--- config.mk ---
export PLATFORM = sky130hd
export DESIGN_NAME = gtoex_pipe
export DESIGN_NICKNAME = d
export VERILOG_FILES = /design/src/rtl/gtoex_pipe.sv
export SDC_FILE = /design/constraint.sdc
export NUM_CORES = 1
export LEC_CHECK = 0
export BUFFER_PORTS_ARGS = -buffer_cell sky130_fd_sc_hd__buf_2
export CORE_ASPECT_RATIO = 0.8
export CORE_UTILIZATION = 45
export CTS_BUF_LIST = sky130_fd_sc_hd__clkbuf_8 sky130_fd_sc_hd__clkbuf_16
export CTS_CLUSTER_DIAMETER = 150
export DETAILED_ROUTE_END_ITERATION = 10
export GPL_TIMING_DRIVEN = 0
export HOLD_SLACK_MARGIN = 0.03
export MAX_ROUTING_LAYER = met4
export SKIP_LAST_GASP = 1
export SLEW_MARGIN = 20
export SYNTH_ARGS = -nofsm -noshare
export SYNTH_HDL_FRONTEND = slang
export SYNTH_SLANG_ARGS = --single-unit
export TNS_END_PERCENT = 30
--- constraint.sdc ---
create_clock -name clk -period 5.99 [get_ports clk]
set_input_delay 0.599 -clock clk [delete_from_list [all_inputs] [get_ports clk]]
set_output_delay 0.599 -clock clk [all_outputs]
set_load 0.01 [all_outputs]
--- src/rtl/gtoex_pipe.sv ---
// -----------------------------------------------------------------------------
// gtoex_pipe
//   Converts 4-bit Gray-code digits to excess-3 and buffers the results in a
//   small FIFO. Each digit is converted when it is accepted. Binary values
//   0..9 are stored as {0, b+3}. Values 10..15 are stored as {1, 4'b0000}.
//
//   Handshake: a transfer happens on any rising edge where valid and ready
//   are both high. in_ready depends only on registered occupancy, and
//   out_valid/out_ex/out_error come only from registered state. This means
//   there is no combinational path from in_* to out_*, and a pop from a full
//   FIFO frees a slot only on the following cycle.
//
//   Optional feature: define GTOEX_ERR_CNT_EN to add the err_cnt port. This
//   is a saturating count of accepted digits that were not valid decimal
//   values.
//
// Parameters
//   DEPTH      FIFO entries; power of two, >= 2 (default 4)
// Ports
//   clk        rising-edge clock
//   rst        synchronous active-high reset (clears pointers, level, data)
//   in_valid   producer has a Gray digit on in_g
//   in_ready   FIFO not full
//   in_g       4-bit Gray digit
//   out_valid  FIFO not empty; out_ex/out_error show the head entry
//   out_ready  consumer takes the head entry
//   out_ex     excess-3 digit of the head entry
//   out_error  head entry was not a decimal value
//   err_cnt    saturating error count (only with GTOEX_ERR_CNT_EN)
//   level      current occupancy, 0..DEPTH
// -----------------------------------------------------------------------------
module gtoex_pipe #(
  parameter int DEPTH = 4
) (
  input  logic                     clk,
  input  logic                     rst,
  input  logic                     in_valid,
  output logic                     in_ready,
  input  logic [3:0]               in_g,
  output logic                     out_valid,
  input  logic                     out_ready,
  output logic [3:0]               out_ex,
  output logic                     out_error,
`ifdef GTOEX_ERR_CNT_EN
  output logic [7:0]               err_cnt,
`endif
  output logic [$clog2(DEPTH):0]   level
);

  localparam int AW = $clog2(DEPTH);
  localparam int LW = AW + 1;

  logic [4:0]    mem_q [DEPTH];
  logic [AW-1:0] wr_ptr_q, wr_ptr_d;
  logic [AW-1:0] rd_ptr_q, rd_ptr_d;
  logic [LW-1:0] level_q, level_d;

  logic          in_fire, out_fire;
  logic [3:0]    bin;
  logic          bad_digit;
  logic [4:0]    entry;

  // Gray to binary: each binary bit is the XOR of all Gray bits at or above it.
  always_comb begin
    bin[3]    = in_g[3];
    bin[2]    = bin[3] ^ in_g[2];
    bin[1]    = bin[2] ^ in_g[1];
    bin[0]    = bin[1] ^ in_g[0];
    bad_digit = (bin > 4'd9);
    entry     = bad_digit ? 5'b1_0000 : {1'b0, 4'(bin + 4'd3)};
  end

  assign in_ready  = (level_q != LW'(DEPTH));
  assign out_valid = (level_q != '0);
  assign in_fire   = in_valid  && in_ready;
  assign out_fire  = out_valid && out_ready;

  // DEPTH is a power of two, so the pointers wrap naturally.
  always_comb begin
    wr_ptr_d = wr_ptr_q;
    rd_ptr_d = rd_ptr_q;
    level_d  = level_q;
    if (in_fire)  wr_ptr_d = wr_ptr_q + 1'b1;
    if (out_fire) rd_ptr_d = rd_ptr_q + 1'b1;
    case ({in_fire, out_fire})
      2'b10:   level_d = level_q + 1'b1;
      2'b01:   level_d = level_q - 1'b1;
      default: level_d = level_q;
    endcase
  end

  // The storage is cleared on reset so the head reads as zero until the first write.
  always_ff @(posedge clk) begin
    if (rst) begin
      wr_ptr_q <= '0;
      rd_ptr_q <= '0;
      level_q  <= '0;
      for (int i = 0; i < DEPTH; i++) mem_q[i] <= '0;
    end else begin
      wr_ptr_q <= wr_ptr_d;
      rd_ptr_q <= rd_ptr_d;
      level_q  <= level_d;
      if (in_fire) mem_q[wr_ptr_q] <= entry;
    end
  end

  assign out_error = mem_q[rd_ptr_q][4];
  assign out_ex    = mem_q[rd_ptr_q][3:0];
  assign level     = level_q;

`ifdef GTOEX_ERR_CNT_EN
  logic [7:0] err_cnt_q, err_cnt_d;

  always_comb begin
    err_cnt_d = err_cnt_q;
    if (in_fire && bad_digit && (err_cnt_q != 8'hFF)) err_cnt_d = err_cnt_q + 8'd1;
  end

  always_ff @(posedge clk) begin
    if (rst) err_cnt_q <= '0;
    else     err_cnt_q <= err_cnt_d;
  end

  assign err_cnt = err_cnt_q;
`endif

endmodule

# Word level (Yosys, flattened, before mapping)
# Memories as Yosys holds them, arrays and structs flattened. A register that Yosys moved wholly into a read port is not among the register bits.
# Cells that the tools add are included.
# totals
memories	1
mem_bits_rw	20
output_inout_bits	10
ff_bits	7
inputBits	8
word_cells	33
# memory_table
memory	depth	width	rd	rd_ports_with_merged_regs	write_ports	line	rtl
mem_q	4	5	1	1	4	53	logic [4:0] mem_q [DEPTH];
# op_classes
n_eq_ne	3
n_reduce_logical	5
bitwise_logic	3
n_mux	12
addsub	5
n_lt_le_gt_ge	1
# op_table
cell	n
two-way mux 5 bit	2
two-way mux 1 bit	6
two-way mux 2 bit	3
one-hot mux 3 bit (2 select lines)	1
OR reduction 5 bit	1
adder 2 x 1 -> 2 bit, second input constant	2
adder 4 x 2 -> 4 bit, second input constant	1
> comparator 4 bit, second input constant	1
adder 3 x 1 -> 3 bit, second input constant	1
!= test 3 bit, second input constant	1
nonzero test 3 bit	1
subtractor 3 x 1 -> 3 bit, second input constant	1
XOR 1 bit	3
equality test 2 x 1 -> 1 bit, second input constant	1
equality test 2 bit, second input constant	1
logical AND 1 bit	2
nonzero test 2 bit	1

# Depth between registers and ports, before layout
# Gate-level depths: netlist of run 1.
# logic_depth
depth_word	7
depth_mapped	9
mapped_depth_nobuf	9

# Worst setup path before layout of run 1
# Ideal clock, no wire load.
# synth_timing
kind	in2reg
startpoint	in in_g[2]
endpoint	mem mem_q[2][2] (data pin)
required_ns	5.841
stages	9
arrival_ns	2.170
n_path_buf	2
setup_slack_ns	3.670
setup_time_ns	0.149
path_cell_list	inv_1 ha_1 inv_1 ha_1 nor2b_1 or4_4 buf_6 buf_8 nor3b_2
# synth_rtl
element	line	rtl
start: declaration	39	input logic [3:0] in_g,
end: declaration	53	

# Final worst setup path of run 1
# layout_timing
startpoint	reg level_q[2], in the netlist level[2]
endpoint	reg level_q[2], in the netlist level[2]
# layout_via
elab_chain_cells	4
word_cells_on_any_way	10
classes_between	2 x add/sub; 3 x eq/ne; 1 x mux; 4 x reduce/logical
# layout_rtl
element	line	rtl
start: declaration	56	logic [LW-1:0] level_q, level_d;
start signal: assignment	102	level_q <= level_d;
!= test 3 bit / nonzero test 3 bit (equally long branches)	73, 74	
logical AND 1 bit, on equally long branches	75, 76	
equality test 2 x 1 -> 1 bit / equality test 2 bit (equally long branches)	85	case ({in_fire, out_fire})
one-hot mux 3 bit (2 select lines) / nonzero test 2 bit (equally long branches)	n/a	
# Several ways; a longest one is shown, not always the timed one.
# A chain may end at the register's enable or synchronous reset.

==> key figures, run 1 <==
Run status
  • Run status: complete, no violations

Timing
  • Fin Hold WS: about 530 ps
  • Slew Limit Fails: 0
  • Slew @ Worst Pin: around 570 ps
  • Post-route minimum period: about 2400 ps
  • Period utilisation layout: 0.409
  • Achievable frequency: between 400 and 500 MHz
  • RSZ-0062 raised after global routing: false
  • TNS Setup: 0 ps
  • Final Hold Viols: 0
  • Final setup vio count: 0
  • Final worst slack: between 3000 and 4000 ps
  • Clk_skew: 7.94 ps
  • Max transition margin: 0.620

CTS
  • CTS tree: built
  • Post-CTS sizing: 0
  • Worst-case clock buffer depth: 2
  • Post CTS Setup Buffer Count: 0
  • Root buf cell: clkbuf_8
  • Worst-path clk slew: about 60 ps
  • Clock Latency Late Sink: ~280 ps
  • CTS sink cnt: 29
  • Hold buffer count at CTS: 0
  • Total CTS buffers: 5
  • H-tree Lvls: 2

Finish
  • Finished Cell Area: ~0.0017 mm^2
  • Diode count: 0
  • Area delta synth->final: 14.4%
  • Layout cell share with drive strength beyond 1: 0.284
  • Final net count: approximately 150
  • Non-filler cells, final: 181
  • Core Util, Final: 0.543

Route
  • DRC Markers: 0
  • Post-Route WL: 2530 um
  • Final ANT Viol Nets: 0
  • Routed length per instance: 14.0 um
  • Vias per std cell: around 5.4
  • DR iter-0 viols: 26
  • Vias: ~970
  • 1st-pass router iterations: 5

Worst setup path
  • R2r setup slk: between 3000 and 4000 ps
  • Reg2reg start: level[2]$_SDFFE_PP0P_
  • CP Data Required Time: between 6000 and 7000 ps
  • Worst setup path end: level[2]$_SDFFE_PP0P_
  • CP max FO: 8
  • RR Endpoint: level[2]$_SDFFE_PP0P_
  • CP startpoint kind: flop
  • CP peak stage delay: roughly 400 ps
  • Crit path max-delay cell type: dfxtp_1
  • Top cell by count, worst path: inv_1
  • Data arrival time of the critical path: roughly 2700 ps
  • CP Class: reg -> reg
  • Worst setup startpoint: level[2]$_SDFFE_PP0P_
  • CP Capture Type: flop
  • R2R depth: 9
  • CP Cell Sequence: nor3b_2 -> inv_1 -> nand2_1 -> ha_1 -> inv_1 -> fa_1 -> xor2_1 -> or3_1 -> a21oi_1

Synth
  • Register area share after synthesis: 0.533
  • Post-synth ARST share: 0
  • Post-synth net total: about 130
  • Yosys cell types: 39
  • Biggest area consumer among synthesized cells: edfxtp_1
  • Avg Cell Area, Syn: approximately 12 um^2
  • Predominant post-synthesis flop cell: edfxtp_1
  • Largest cells by area after synthesis: edfxtp_1 (41%), dfxtp_1 (12%), mux4_2 (7.7%)
  • Post-Syn Instances: 118
  • Seq cells post-synth: 29
  • EDFF count, synth: 20
  • Cell area after synthesis: approximately 0.0015 mm^2
  • Post-synth top area share: 0.410
  • Synth warn: 0

Placement
  • IO Port Bufs: 15
  • Pre-CTS WS: roughly 3400 ps
  • Dpl hpwl: between 1500 and 2000 um
  • Post-DP Area: roughly 0.0016 mm^2
  • Placed cells: 173
  • Gpl congestion: about 0.7

Global route
  • First-pass GRT wire length: 4030 um
  • Total track usage: 0.174
  • Largest net degree at the start of global routing: 11
  • Total gr overflow: 0
  • Initial antenna violation count: 0
  • Vias in the first global route: 837

Floorplanning
  • Die Wd: 65.8 um
  • Rows: 18
  • CORE AREA: roughly 0.0031 mm^2
  • Die height: ~53 um
  • Starting Density: 0.475
  • DIE AREA: approximately 0.0035 mm^2
  • Number of I/O pins: 18

Power and ir drop
  • Logic pwr share: 0.321
  • Clock share of power: 0.244
  • Sequential share of power: 0.435
  • Sw frac: 0.326
  • Tot Pwr: ~630 uW
  • Leak Pwr: between 0.6 and 0.7 nW
  • PD cells: about 380 mW/mm^2
  • Internal power: 424 uW
  • Worst vdd rail ir drop: around 0.26 mV
  • Switch Pwr: 205 uW

Run
  • Max cap viols: 0

Min path
  • Hold path startpoint: rd_ptr_q[1]$_SDFFE_PP0P_
  • Min-delay worst type: reg -> reg
critical path, delay by kind of cell (launching register included):
family / cells / cell delay (ps)
adders and majority gates: 2 / 620
and+or+nand+nor: 3 / 860
xor gates and xnor gates: 1 / 160
AOI/OAI and AO/OA: 1 / 130
buffers and inverters: 2 / 210
DFF: 1 / 400
placed cells by master (no fill, tap or decap), types with 2 or more instances in the layout:
master | Yosys | final
a21oi_1 | 3 | 3
buf_2 | 0 | 15
clkbuf_1 | 3 | 3
clkbuf_8 | 0 | 5
clkinv_2 | 0 | 2
dfxtp_1 | 9 | 9
edfxtp_1 | 20 | 20
ha_1 | 5 | 5
inv_1 | 9 | 9
mux4_2 | 5 | 5
nand2_1 | 3 | 3
nand2b_1 | 2 | 2
nor2_1 | 9 | 9
nor3_1 | 7 | 7
nor3b_1 | 2 | 2
nor3b_2 | 2 | 2
nor4_1 | 6 | 6
o21ai_0 | 3 | 3
o21bai_1 | 3 | 3
or3_2 | 2 | 2
xnor2_1 | 2 | 2
xor2_1 | 3 | 3
state kept, by name, indices dropped and copies added, names as in the netlist, named ones only:
signal,flops
wr_ptr_q,2
mem_q,20
rd_ptr_q,2
level,3
per-layer routing:
layer / vias up / global-route usage / part of all wire
met3: 2 / 0.0711 / 0.035
met1: 463 / 0.235 / 0.50
met4: 0 / 0.0652 / 0.0079
met5: - / - / 0
li1: 485 / - / -
met2: 19 / 0.231 / 0.45
power groups by stage:
| stage | sequential, mW | clock (mW) | combinational [mW] |
|---|---|---|---|
| global route | 0.280 | 0.165 | 0.223 |
| global placement | 0.276 | 0 | 0.198 |
| finish | 0.274 | 0.154 | 0.202 |
| floorplan | 0.276 | 0 | 0.146 |
| detailed placement | 0.278 | 0 | 0.203 |
| CTS | 0.274 | 0.158 | 0.204 |
layout make-up:
| cell class | count | area (um^2) |
|---|---|---|
| Buffer | 7 | 48.8 |
| Clock buffer | 5 | 68.8 |
| Clock inverter | 3 | 17.5 |
| Fill cell | 265 | 1410 |
| Inverter | 9 | 33.8 |
| Multi-Input combinational cell | 73 | 602 |
| Sequential cell | 29 | 781 |
| Tap cell | 40 | 50.0 |
| Timing Repair Buffer | 15 | 75.1 |
cell families after synthesis:
group | synth area share
AO/OA/AOI/OAI | 0.0837
XOR/XNOR | 0.0299
adder cells (fa/ha/maj) | 0.0564
buffers and inverters | 0.0564
flip-flops | 0.533
multiplexers | 0.0769
AND/OR/NAND/NOR | 0.164
synthesized netlist by cell type (3+ instances only):
cell type / n
nor3_1: 7
xor2_1: 3
nor4_1: 6
clkbuf_1: 3
mux4_2: 5
inv_1: 9
nand2_1: 3
o21bai_1: 3
ha_1: 5
a21oi_1: 3
nor2_1: 9
dfxtp_1: 9
o21ai_0: 3
edfxtp_1: 20
worst min-delay path by stage:
stage                                          end  slack, ps  cells after the start
after global routing      rd_ptr_q[1]$_SDFFE_PP0P_        570                      2
final                                         flop        530                      2
after CTS                                     flop        540                      2
after floorplan                               flop        480                      2
after detailed placement                      flop        520                      2
after global placement    rd_ptr_q[1]$_SDFFE_PP0P_        510                      2
(Power assumes the default switching activity.)
==> run 2, diff against run 1 <==
Clock period 5.99 ns to 2.4 ns, I/O delays scaled along.
==> run 2 against run 1 <==
- count of clock-buffer cells in the layout stayed put
- clock power grew to 2.5 times the previous value
- wire length is 4.0% higher
- fmax is 6.6% higher
- worst hold slack worse by 230 ps
- via count stayed put
- sequential share of layout area is 0.61 points lower
- first-iteration DRC count is 15% lower
- core utilization is 0.81 points higher
- clock skew is 2.4 ps higher
- combinational power grew to 2.6 times the previous value
- register-to-register slack worse by 3400 ps
==> key figures, run 2 (synthesis gave the netlist of run 1 again) <==
Worst setup path
  • R2R depth: 9
  • Reg2reg start: level[0]$_SDFFE_PP0P_
  • Critical path buffers and inverters: 2
  • Worst setup path end: level[2]$_SDFFE_PP0P_
  • CP Capture Type: flop
  • CP peak stage delay: about 400 ps
  • CP Data Required Time: ~2600 ps
  • RR Endpoint: level[2]$_SDFFE_PP0P_
  • CP startpoint kind: flop
  • CP max FO: 8
  • R2r setup slk: approximately 110 ps
  • CP Class: reg -> reg
  • Top cell by count, worst path: inv_1
  • CP top delay family: simple AND/OR/NAND/NOR gates
  • Data arrival time of the critical path: ~2500 ps
  • CP Cell Sequence: nor3b_4 -> inv_1 -> nand2_2 -> ha_1 -> inv_1 -> fa_1 -> xor2_1 -> or3_1 -> a21oi_1
  • Worst setup startpoint: level[0]$_SDFFE_PP0P_
  • Critical path depth: 9
  • Crit path max-delay cell type: dfxtp_1

Global route
  • Largest net degree at the start of global routing: 11
  • Vias in the first global route: about 860
  • Total gr overflow: 0
  • Initial antenna violation count: 0
  • Total track usage: 0.179
  • First-pass GRT wire length: 4130 um

Floorplanning
  • Rows: 18
  • Starting Density: 0.475
  • Die Wd: between 60 and 70 um
  • Number of I/O pins: 18
  • CORE AREA: approximately 0.0031 mm^2
  • Die height: about 53 um
  • DIE AREA: 0.00349 mm^2

Run
  • Max cap viols: 0

CTS
  • Root buf cell: clkbuf_8
  • Worst-path clk slew: roughly 70 ps
  • Hold buffer count at CTS: 0
  • CTS tree: built
  • Clock Latency Late Sink: a little under 300 ps
  • CTS sink cnt: 29
  • Worst-case clock buffer depth: 2
  • Total CTS buffers: 5
  • H-tree Lvls: 2

Timing
  • Final Hold Viols: 0
  • Slew Limit Fails: 0
  • Achievable frequency: between 400 and 500 MHz
  • Slew @ Worst Pin: about 570 ps
  • Final setup vio count: 0
  • RSZ-0062 raised after global routing: false
  • Final worst slack: around 110 ps
  • Post-route minimum period: approximately 2300 ps
  • TNS Setup: 0 ps
  • Clk_skew: slightly above 10 ps
  • Fin Hold WS: between 200 and 300 ps
  • Max transition margin: 0.617
  • Period utilisation layout: 0.956

Run status
  • Run status: complete, no violations

Finish
  • Area delta synth->final: 16.1%
  • Max reg flops: 20
  • Final net count: between 150 and 200
  • Diode count: 0
  • Core Util, Final: 0.552
  • Layout cell share with drive strength beyond 1: 0.308
  • Commonest non-fill, non-tap cell in the layout: edfxtp_1
  • Commonest cells after routing, fill and taps aside: edfxtp_1 (20), buf_2 (15), inv_1 (9), nor2_1 (9), dfxtp_1 (8)
  • Reg with most FFs: mem_q
  • Fill cells: 264

Min path
  • Hold Crit Depth: 2
  • Min-delay worst type: in -> reg

Route
  • Final ANT Viol Nets: 0
  • 1st-pass router iterations: 4
  • Post-Route WL: roughly 2600 um
  • Vias: between 900 and 1000
  • Routed length per instance: ~14 um
  • DRC Markers: 0
  • Vias per std cell: roughly 5.3
  • DR iter-0 viols: 22

Power and ir drop
  • PD cells: approximately 940 mW/mm^2
  • Leak Pwr: roughly 0.65 nW
  • Worst vdd rail ir drop: roughly 0.65 mV

Placement
  • Pre-CTS WS: approximately 1.8 ps
  • IO Port Bufs: 15
  • Dpl hpwl: about 1900 um
  • Gpl congestion: between 0.6 and 0.7
## run 2: cell count changes in the layout (fill, tap and decap cells not counted)
| cell | previous run | this run |
|---|---|---|
| buf_4 | 1 | 3 |
| dfxtp_2 | 0 | 1 |
| nor3b_4 | 0 | 1 |
| dfxtp_1 | 9 | 8 |
| nor3b_2 | 2 | 1 |
| nand2_1 | 3 | 2 |
| nand2_2 | 0 | 1 |
## run 2: power breakdown
| group | switching [mW] | leakage [nW] | total, mW | internal, mW |
|---|---|---|---|---|
| Sequential | 0.0731 | 0.284 | 0.696 | 0.623 |
| Clock | 0.190 | 0.0439 | 0.390 | 0.199 |
| Combinational | 0.269 | 0.321 | 0.521 | 0.252 |
## run 2: worst min path at each step
stage | endpoint | from | slack [ps]
final | mem_q[3][1]$_DFFE_PP_ | in_g[0] | 300
after global routing | mem_q[3][1]$_DFFE_PP_ | in_g[0] | 310
after CTS | wr_ptr_q[1]$_SDFFE_PP0P_ | in_valid | 290
after detailed placement | flop | rd_ptr_q[1]$_SDFFE_PP0P_ | 520
after global placement | rd_ptr_q[1]$_SDFFE_PP0P_ | rd_ptr_q[1]$_SDFFE_PP0P_ | 510
after floorplan | wr_ptr_q[1]$_SDFFE_PP0P_ | in_valid | 430
## run 2: repair_timing
action | 4_1_cts | 5_1_grt
gates resized for setup | 1 | 2
setup buffers | 0 | 2
endpoints found under the setup margin | 1 | 1
## run 2: layer usage
metal / vias up / track usage / share of wire
met4: 0 / 0.0652 / 0.014
li1: 487 / - / -
met3: 3 / 0.0711 / 0.030
met2: 19 / 0.247 / 0.46
met1: 460 / 0.236 / 0.50
met5: - / - / 0
## run 2: layout make-up
| cell class | count | area (um^2) | share of cell area |
|---|---|---|---|
| Timing Repair Buffer | 17 | 90.1 | 0.0529 |
| Inverter | 9 | 33.8 | 0.0199 |
| Clock buffer | 5 | 68.8 | 0.0404 |
| Tap cell | 40 | 50.0 | 0.0294 |
| Buffer | 7 | 48.8 | 0.0287 |
| Clock inverter | 3 | 17.5 | 0.0103 |
| Multi-Input combinational cell | 73 | 611 | 0.359 |
| Sequential cell | 29 | 782 | 0.460 |
## run 2: through the flow
| stage | cell area [um^2] | std cells | total power [mW] |
|---|---|---|---|
| 6_report | 1700 | 183 | 1.61 |
| 2_1_floorplan | 1470 | 118 | 1.05 |
| 3_5_place_dp | 1590 | 173 | 1.20 |
| 5_1_grt | 1700 | 183 | 1.70 |
| 4_1_cts | 1680 | 181 | 1.60 |
| 3_3_place_gp | 1590 | 173 | 1.18 |
